### src/rtl/loader_pkg.sv
// imem_loader shared types: FSM states and byte-packing constants.
// States CHECK/FAIL are only reached when LOADER_CHECKSUM_EN is defined.
package loader_pkg;

  localparam int BYTES_PER_WORD = 4;
  localparam int BCW = $clog2(BYTES_PER_WORD);

  typedef enum logic [2:0] {
    IDLE,
    RECV,
    WRITE,
    RUN,
    CHECK,
    FAIL
  } state_t;

endpackage

### src/rtl/imem_loader_if.sv
// Byte stream in, instruction-memory write port out.
// master = stream source / memory side, slave = loader.
interface imem_loader_if #(
  parameter int AW = 5
);

  logic [7:0]    in_data;
  logic          in_valid;
  logic          in_ready;
  logic          we;
  logic [AW-1:0] waddr;
  logic [31:0]   wdata;

  modport master (
    output in_data,
    output in_valid,
    input  in_ready,
    input  we,
    input  waddr,
    input  wdata
  );

  modport slave (
    input  in_data,
    input  in_valid,
    output in_ready,
    output we,
    output waddr,
    output wdata
  );

endinterface

### src/rtl/byte_packer.sv
// Big-endian byte-to-word shift register with modulo-4 byte count.
// word_full flags the shift that completes a word.
module byte_packer
  import loader_pkg::*;
(
  input  logic        clk,
  input  logic        clear,
  input  logic        shift_en,
  input  logic [7:0]  byte_in,
  output logic [31:0] word,
  output logic        word_full
);

  logic [BCW-1:0] cnt;

  always_ff @(posedge clk) begin
    if (clear) begin
      cnt  <= '0;
      word <= '0;
    end else if (shift_en) begin
      cnt  <= cnt + 1'b1;
      word <= {word[23:0], byte_in};
    end
  end

  assign word_full = shift_en &&
    (cnt == BCW'(BYTES_PER_WORD - 1));

endmodule

### src/rtl/imem_loader.sv
// Boot loader: packs a byte stream into imem words, holds core in reset.
// LOADER_CHECKSUM_EN adds a 32-bit sum trailer check (CHECK/FAIL).
module imem_loader
  import loader_pkg::*;
#(
  parameter int DEPTH = 32,
  parameter int AW    = 5
) (
  input  logic         clk,
  input  logic         clear,
  input  logic         start,
  input  logic [AW:0]  nwords,
  imem_loader_if.slave bus,
  output logic         core_clearb,
  output logic         busy,
  output logic         done,
  output logic         err
);

  localparam logic [AW:0] DMAX = (AW+1)'(DEPTH);

`ifdef LOADER_CHECKSUM_EN
  localparam state_t LAST = CHECK;
`else
  localparam state_t LAST = RUN;
`endif

  state_t        state;
  state_t        state_n;
  logic [AW:0]   n_q;
  logic [AW:0]   wcnt;
  logic [AW:0]   n_sat;
  logic          go;
  logic          acc;
  logic          pk_clear;
  logic          pk_full;
  logic          last_word;
  logic [31:0]   pk_word;
  logic [31:0]   word_in;
  logic          we_q;
  logic [AW-1:0] waddr_q;
  logic [31:0]   wdata_q;
  logic          unused_hi;

  assign n_sat = (nwords > DMAX) ? DMAX : nwords;

  assign go = start &&
    (state == IDLE || state == RUN || state == FAIL);

  assign acc      = bus.in_valid && bus.in_ready;
  assign pk_clear = clear || go;

  // Word including the byte accepted this cycle.
  assign word_in   = {pk_word[23:0], bus.in_data};
  assign unused_hi = ^pk_word[31:24];

  assign last_word = (wcnt + 1'b1) == n_q;

  byte_packer u_pk (
    .clk       (clk),
    .clear     (pk_clear),
    .shift_en  (acc),
    .byte_in   (bus.in_data),
    .word      (pk_word),
    .word_full (pk_full)
  );

`ifdef LOADER_CHECKSUM_EN
  logic [31:0] sum;

  always_ff @(posedge clk) begin
    if (clear || go) begin
      sum <= '0;
    end else if (state == WRITE) begin
      sum <= sum + wdata_q;
    end
  end
`endif

  always_comb begin
    state_n = state;
    unique case (state)
      IDLE, RUN: begin
        if (go) state_n = (n_sat == '0) ? LAST : RECV;
      end
      RECV: begin
        if (pk_full) state_n = WRITE;
      end
      WRITE: begin
        state_n = last_word ? LAST : RECV;
      end
`ifdef LOADER_CHECKSUM_EN
      CHECK: begin
        if (pk_full) state_n = (word_in == sum) ? RUN : FAIL;
      end
      FAIL: begin
        if (go) state_n = (n_sat == '0) ? LAST : RECV;
      end
`endif
      default: state_n = IDLE;
    endcase
  end

  always_ff @(posedge clk) begin
    if (clear) begin
      state   <= IDLE;
      n_q     <= '0;
      wcnt    <= '0;
      we_q    <= 1'b0;
      waddr_q <= '0;
      wdata_q <= '0;
    end else begin
      state <= state_n;
      we_q  <= (state == RECV) && pk_full;
      if (go) begin
        n_q  <= n_sat;
        wcnt <= '0;
      end
      if ((state == RECV) && pk_full) begin
        waddr_q <= wcnt[AW-1:0];
        wdata_q <= word_in;
      end
      if (state == WRITE) wcnt <= wcnt + 1'b1;
    end
  end

  assign bus.in_ready = (state == RECV) || (state == CHECK);
  assign bus.we       = we_q;
  assign bus.waddr    = waddr_q;
  assign bus.wdata    = wdata_q;

  assign busy = (state == RECV) || (state == WRITE) ||
                (state == CHECK);
  assign done        = (state == RUN);
  assign core_clearb = (state == RUN);

`ifdef LOADER_CHECKSUM_EN
  assign err = (state == FAIL);
`else
  assign err = 1'b0;
`endif

endmodule

### src/flat_wrapper.sv
// flat-port wrapper written by rule: the top's interface ports become plain ports
module imem_loader_flat import loader_pkg::*;
#(
  parameter int DEPTH = 32,
  parameter int AW    = 5
)
  (clk, clear, start, nwords, core_clearb, busy, done, err, bus_in_data, bus_in_valid, bus_in_ready, bus_we, bus_waddr, bus_wdata);
  imem_loader_if #(.AW(AW)) bus_i ();
  input  logic clk;
  input  logic clear;
  input  logic start;
  input  logic [AW:0] nwords;
  output logic core_clearb;
  output logic busy;
  output logic done;
  output logic err;
  input wire logic [$bits(bus_i.in_data)-1:0] bus_in_data;
  input wire logic [$bits(bus_i.in_valid)-1:0] bus_in_valid;
  output wire logic [$bits(bus_i.in_ready)-1:0] bus_in_ready;
  output wire logic [$bits(bus_i.we)-1:0] bus_we;
  output wire logic [$bits(bus_i.waddr)-1:0] bus_waddr;
  output wire logic [$bits(bus_i.wdata)-1:0] bus_wdata;
  assign bus_i.in_data = bus_in_data;
  assign bus_i.in_valid = bus_in_valid;
  assign bus_in_ready = bus_i.in_ready;
  assign bus_we = bus_i.we;
  assign bus_waddr = bus_i.waddr;
  assign bus_wdata = bus_i.wdata;
  imem_loader #(.DEPTH(DEPTH), .AW(AW)) u_core (.clk(clk), .clear(clear), .start(start), .nwords(nwords), .bus(bus_i), .core_clearb(core_clearb), .busy(busy), .done(done), .err(err));
endmodule
### config.mk
export PLATFORM = sky130hd
export DESIGN_NAME = imem_loader_flat
export DESIGN_NICKNAME = d
export VERILOG_FILES = /design/src/rtl/loader_pkg.sv /design/src/rtl/imem_loader_if.sv /design/src/rtl/byte_packer.sv /design/src/rtl/imem_loader.sv /design/src/flat_wrapper.sv
export SDC_FILE = /design/constraint.sdc
export NUM_CORES = 1
export LEC_CHECK = 0
export ABC_AREA = 1
export BUFFER_PORTS_ARGS = -buffer_cell sky130_fd_sc_hd__buf_2
export CAP_MARGIN = 5
export CORE_MARGIN = 2
export CORE_UTILIZATION = 45
export CTS_CLUSTER_DIAMETER = 40
export DETAILED_ROUTE_END_ITERATION = 10
export PLACE_DENSITY_LB_ADDON = 0.3
export SYNTH_ARGS = -nofsm -noshare
export SYNTH_HDL_FRONTEND = slang
export SYNTH_SLANG_ARGS = --single-unit
### constraint.sdc
create_clock -name clk -period 4.6 [get_ports clk]
set_clock_uncertainty 0.1 [all_clocks]
set_input_delay 0.69 -clock clk [delete_from_list [all_inputs] [get_ports clk]]
set_output_delay 0.69 -clock clk [all_outputs]
set_load 0.01 [all_outputs]
## Word level (Yosys, flattened, before mapping)

Cells that the tools add are included.

- $add $sub $neg: 2
- Order comparisons: 1
- Eq/ne operators: 9
- Multiplexer cells: 8
- Reduce and logical (&&, ||, !) cells: 15

Operators by type and width:

| operator | count |
|---|---|
| 6-bit 2-to-1 mux | 3 |
| 3-bit one-hot mux with 3 select lines | 1 |
| 6-bit by 1-bit adder with 6-bit output, second input constant | 1 |
| 3-bit by 2-bit == test with 1-bit output, second input constant | 2 |
| 3-bit == test, second input constant | 2 |
| 6-bit == test | 1 |
| 6-bit greater-than comparator, second input constant | 1 |
| 6-bit zero test | 1 |
| 1-bit logical OR | 6 |
| 3-bit 2-to-1 mux | 2 |
| 1-bit logical AND | 4 |
| 2-bit 2-to-1 mux | 2 |
| 2-bit by 1-bit != test with 1-bit output, second input constant | 2 |
| 3-bit by 1-bit == test with 1-bit output, second input constant | 1 |
| 3-bit zero test | 1 |
| 2-bit by 1-bit adder with 2-bit output, second input constant | 1 |
| 2-bit == test, second input constant | 1 |
| 2-bit AND reduction | 1 |
| 2-bit nonzero test | 1 |
| 2-bit OR reduction | 1 |

- Bits in registers: 79
- Input bits: 18
- Output and inout port bits: 43
- Word-level logic and storage cells: 43

## Logic depth before layout (Yosys ltp)

- Depth in word-level cells: 6
- Mapped depth: 11
- Gate-level depth less buffers: 11

## By module

Synthesis repeated with hierarchy kept, for this count alone.

- Cell total of the unflattened synthesis: 511
- Area total of the unflattened synthesis: 3563.4 µm²

Modules (own cells, without submodules):

| module | times used | cells an instance | area an instance (µm²) | sequential area each (µm²) |
|---|---|---|---|---|
| imem_loader | 1 | 293 | 2150.8 | 1041.0 |
| byte_packer | 1 | 218 | 1412.6 | 680.7 |

## Least setup slack after synthesis

OpenSTA, ideal clock, no wires.

- Path type: reg-to-output
- Start: register u_core.state[0]
- End: output port busy
- Arrival: 0.836 ns
- Data required time: 3.810 ns
- Path slack: 2.974 ns
- Cell stages (with the launch flop): 4
- Path buffers: 0
- Cell sequence: dfxtp_1 inv_1 ha_1 inv_1

- Word-level cells in the longest chain between the ends: 3
- Elaborated cells between the ends (all ways): 5
- Classes of those cells: 3 x eq/ne; 2 x reduce/logical

Ends and longest elaborated chain:

| item | RTL line | RTL |
|---|---|---|
| start: declaration | imem_loader.sv:28 | `state_t state;` |
| start signal: assignment | imem_loader.sv:113 | `state <= state_n;` |
| 3-bit by 1-bit == test with 1-bit output or 3-bit by 2-bit == test with 1-bit output (tied branches) | imem_loader.sv:132 | `assign busy = (state == RECV) \|\| (state == WRITE) \|\|` |
| 1-bit logical OR | imem_loader.sv:132 |  |
| 1-bit logical OR (*) | imem_loader.sv:132 |  |
| end: declaration | flat_wrapper.sv:14 | `output logic busy;` |

Every way passes the cells marked *; elsewhere a longest branch is shown, timed or not.

## Final worst setup path

- Start: register u_core.state[0]
- End: register u_core.wdata_q[13] (netlist: u_core.bus.wdata[13])

- Word-level cells in the longest chain between the ends: 5
- Elaborated cells between the ends (all ways): 6
- Classes of those cells: 2 x eq/ne; 4 x reduce/logical

Ends and longest elaborated chain:

| item | RTL line | RTL |
|---|---|---|
| 3-bit by 1-bit == test with 1-bit output or 3-bit == test (tied branches) | imem_loader.sv:119, imem_loader.sv:127 |  |
| 1-bit logical OR | imem_loader.sv:127 | `assign bus.in_ready = (state == RECV) \|\| (state == CHECK);` |
| 1-bit logical AND | imem_loader.sv:50 | `assign acc = bus.in_valid && bus.in_ready;` |
| 1-bit logical AND | byte_packer.sv:26 | `assign word_full = shift_en &&` |
| 1-bit logical AND (*) | imem_loader.sv:119 | `if ((state == RECV) && pk_full) begin` |
| end signal: assignment | imem_loader.sv:121 | `wdata_q <= word_in;` |
| end: declaration | imem_loader.sv:42 | `logic [31:0] wdata_q;` |

Marks and branches as above.
A chain may end at the register's enable or synchronous reset.

==> metrics.yaml <==
floorplan:
  initial_utilization: 0.460
  boundaryPins: 61
  die_area_mm2: 0.00751
  coreArea_mm2: 0.00668
  num_rows: 30
  dieWidth_um: 86.6
  die_y_um: 86.6
grt:
  grt_max_degree: 37
  grt_pass1_vias: 2387
  track_usage: 0.188
  grt_pass1_wl_mm: 11.1
  grt-ovfl-total: 0
  antenna_found_initial: 0
clock_tree:
  cts_buffers: 9
  cts_root_buf: "clkbuf_8"
  path_clk_slew_ns: 0.07
  cts_tree: "built"
  cts_setup_buffers: 0
  cts_max_level: 3
  clk_path_buf_depth: 2
  clock_latency_ns: 0.35
  cts_resized: 0
  postCtsHoldBufs: 0
  cts_sinks: 78
placed_design:
  placed_area_mm2: 0.00333
  dp_hpwl_mm: 4.45
  pre_cts_ws_ns: 1.90
  gp_congestion: 0.865
  dp.cells: 513
  io_buffers: 59
final_layout:
  multi_input_area_mm2: 0.00124
  layout.nets: 468
  diodes: 0
  seqCellArea_mm2: 0.00156
  n_fill_cell: 682
  final_cell_mix: "117 x nand2_1, 78 x dfxtp_1, 59 x buf_2, 55 x a21oi_1, 29 x nand3_1"
  drive_gt1_frac: 0.196
  utilization: 0.524
  layout.cells.most_common: "nand2_1"
  final_area_mm2: 0.00350
  fin_cells: 529
  syn2layout_area_growth_pct: 14.0
synth:
  synth.yosys.seq_area_share: 0.508
  avgSynthCellArea_um2: 7.76
  ys.flop_type: "dfxtp_1"
  ys.warnings.count: 0
  synth_cells: 396
  ys_types: 28
  synth_edf_count: 0
  async_flop_share: 0
  synth_seq_cells: 78
  synthesis.area_mm2: 0.00307
  synth_nets: 420
sta:
  drv_slew: 0
  fin_setup_tns_ns: 0
  fmax_ghz: 0.391
  period_minus_slack_ns: 2.56
  finalSetupViolCount: 0
  fin_ws_ns: 2.04
  period_share: 0.556
  rsz0062_at_grt: "false"
  whs_ns: 0.365
  relSlewSlack: 0.486
  tightest_slew_ns: 0.770
  hold_violations: 0
power:
  power_density_mw_per_mm2: 431
  power_mw: 1.51
  p_leak_nw: 1.50
  vdd_drop_max_v: 0.000205
routing:
  wirelength_mm: 6.49
  wl_per_cell_um: 12.3
  antenna_left: 0
  drc: 0
  drt_iter0_markers: 138
  dr.pass1.iters: 4
  routed_via_density: 5.02
  num_vias: 2657
setup_path:
  cp.required_ns: 4.77
  cp-start-kind: "register"
  critPathMaxFanout: 36
  path_class: "register to register"
  critPathArrivalTime_ns: 2.73
  worst_setup_path_end_kind: "register"
min_path:
  hp-class: "register to register"
outcome:
  status: "finished, final reports clean"
job:
  cap_violations: 0
cell type report:
type / instances / share of cell area
timing repair buffer: 59 / 0.0843
multi-input combinational: 262 / 0.355
tap: 80 / 0.0286
sequential: 78 / 0.446
inverter: 34 / 0.0379
clock inverter: 4 / 0.00643
clock buffer: 12 / 0.0414
state kept, by name (all words and copies together), names as in the netlist:
| name | count |
|---|---|
| u_core.bus.wdata | 32 |
| u_core.u_pk.cnt | 2 |
| u_core.state | 2 |
| u_core.n_q | 6 |
| u_core.wcnt | 6 |
| u_core.bus.we | 1 |
| u_core.u_pk.word | 24 |
| u_core.bus.waddr | 5 |
per-layer routing:
metal	routed length [um]	part of all wire	vias up	global-route usage
met5	0	0	-	0
met4	151	0.023	0	0.0852
met3	388	0.060	13	0.0514
met2	2780	0.43	78	0.279
met1	3160	0.49	1192	0.255
li1	-	-	1374	-
Yosys cell counts (2+ instances only):
cell / number / area [um^2]
a21oi_1: 55 / 275
buf_2: 11 / 55.1
buf_4: 6 / 45.0
buf_6: 2 / 22.5
clkbuf_1: 3 / 11.3
dfxtp_1: 78 / 1560
ha_1: 6 / 75.1
inv_1: 28 / 105
inv_2: 4 / 15.0
inv_4: 2 / 12.5
nand2_1: 117 / 439
nand2_2: 2 / 12.5
nand3_1: 29 / 145
nand4_1: 4 / 25.0
nor2_1: 9 / 33.8
nor2_2: 3 / 18.8
o21ai_0: 17 / 85.1
o21ai_1: 10 / 50.1
cell families after synthesis:
family	share of synthesized area
AOI/OAI and AO/OA	0.147
xor gates and xnor gates	0.00570
adders and majority gates	0.0244
buffers and inverters	0.0867
DFF	0.508
other	0.00122
and+or+nand+nor	0.226
path summary, 6_finish.rpt:
path	start	to	slack, ns	cells past startpoint
worst min register to register	u_core.bus.wdata[10]	u_core.bus.wdata[10]	0.36	2
worst max register to register	u_core.state[0]	u_core.bus.wdata[13]	2.04	7
worst min-delay path	u_core.bus.wdata[10]	u_core.bus.wdata[10]	0.36	2
worst max-delay path	u_core.state[0]	u_core.bus.wdata[13]	2.04	7
worst max-delay path: stages (launching register included):
cell and delay (ns):
dfxtp_1 0.41, ha_1 0.24, nand2_2 0.30, inv_4 0.34, nand2_4 0.28, nor2_2 0.43
inv_1 0.21, o21ai_1 0.17
power breakdown:
part	switching [mW]	internal [mW]
clock network	0.237	0.208
registers	0.0376	0.723
logic	0.209	0.0938
total	0.484	1.02
(Power assumes the default switching activity.)
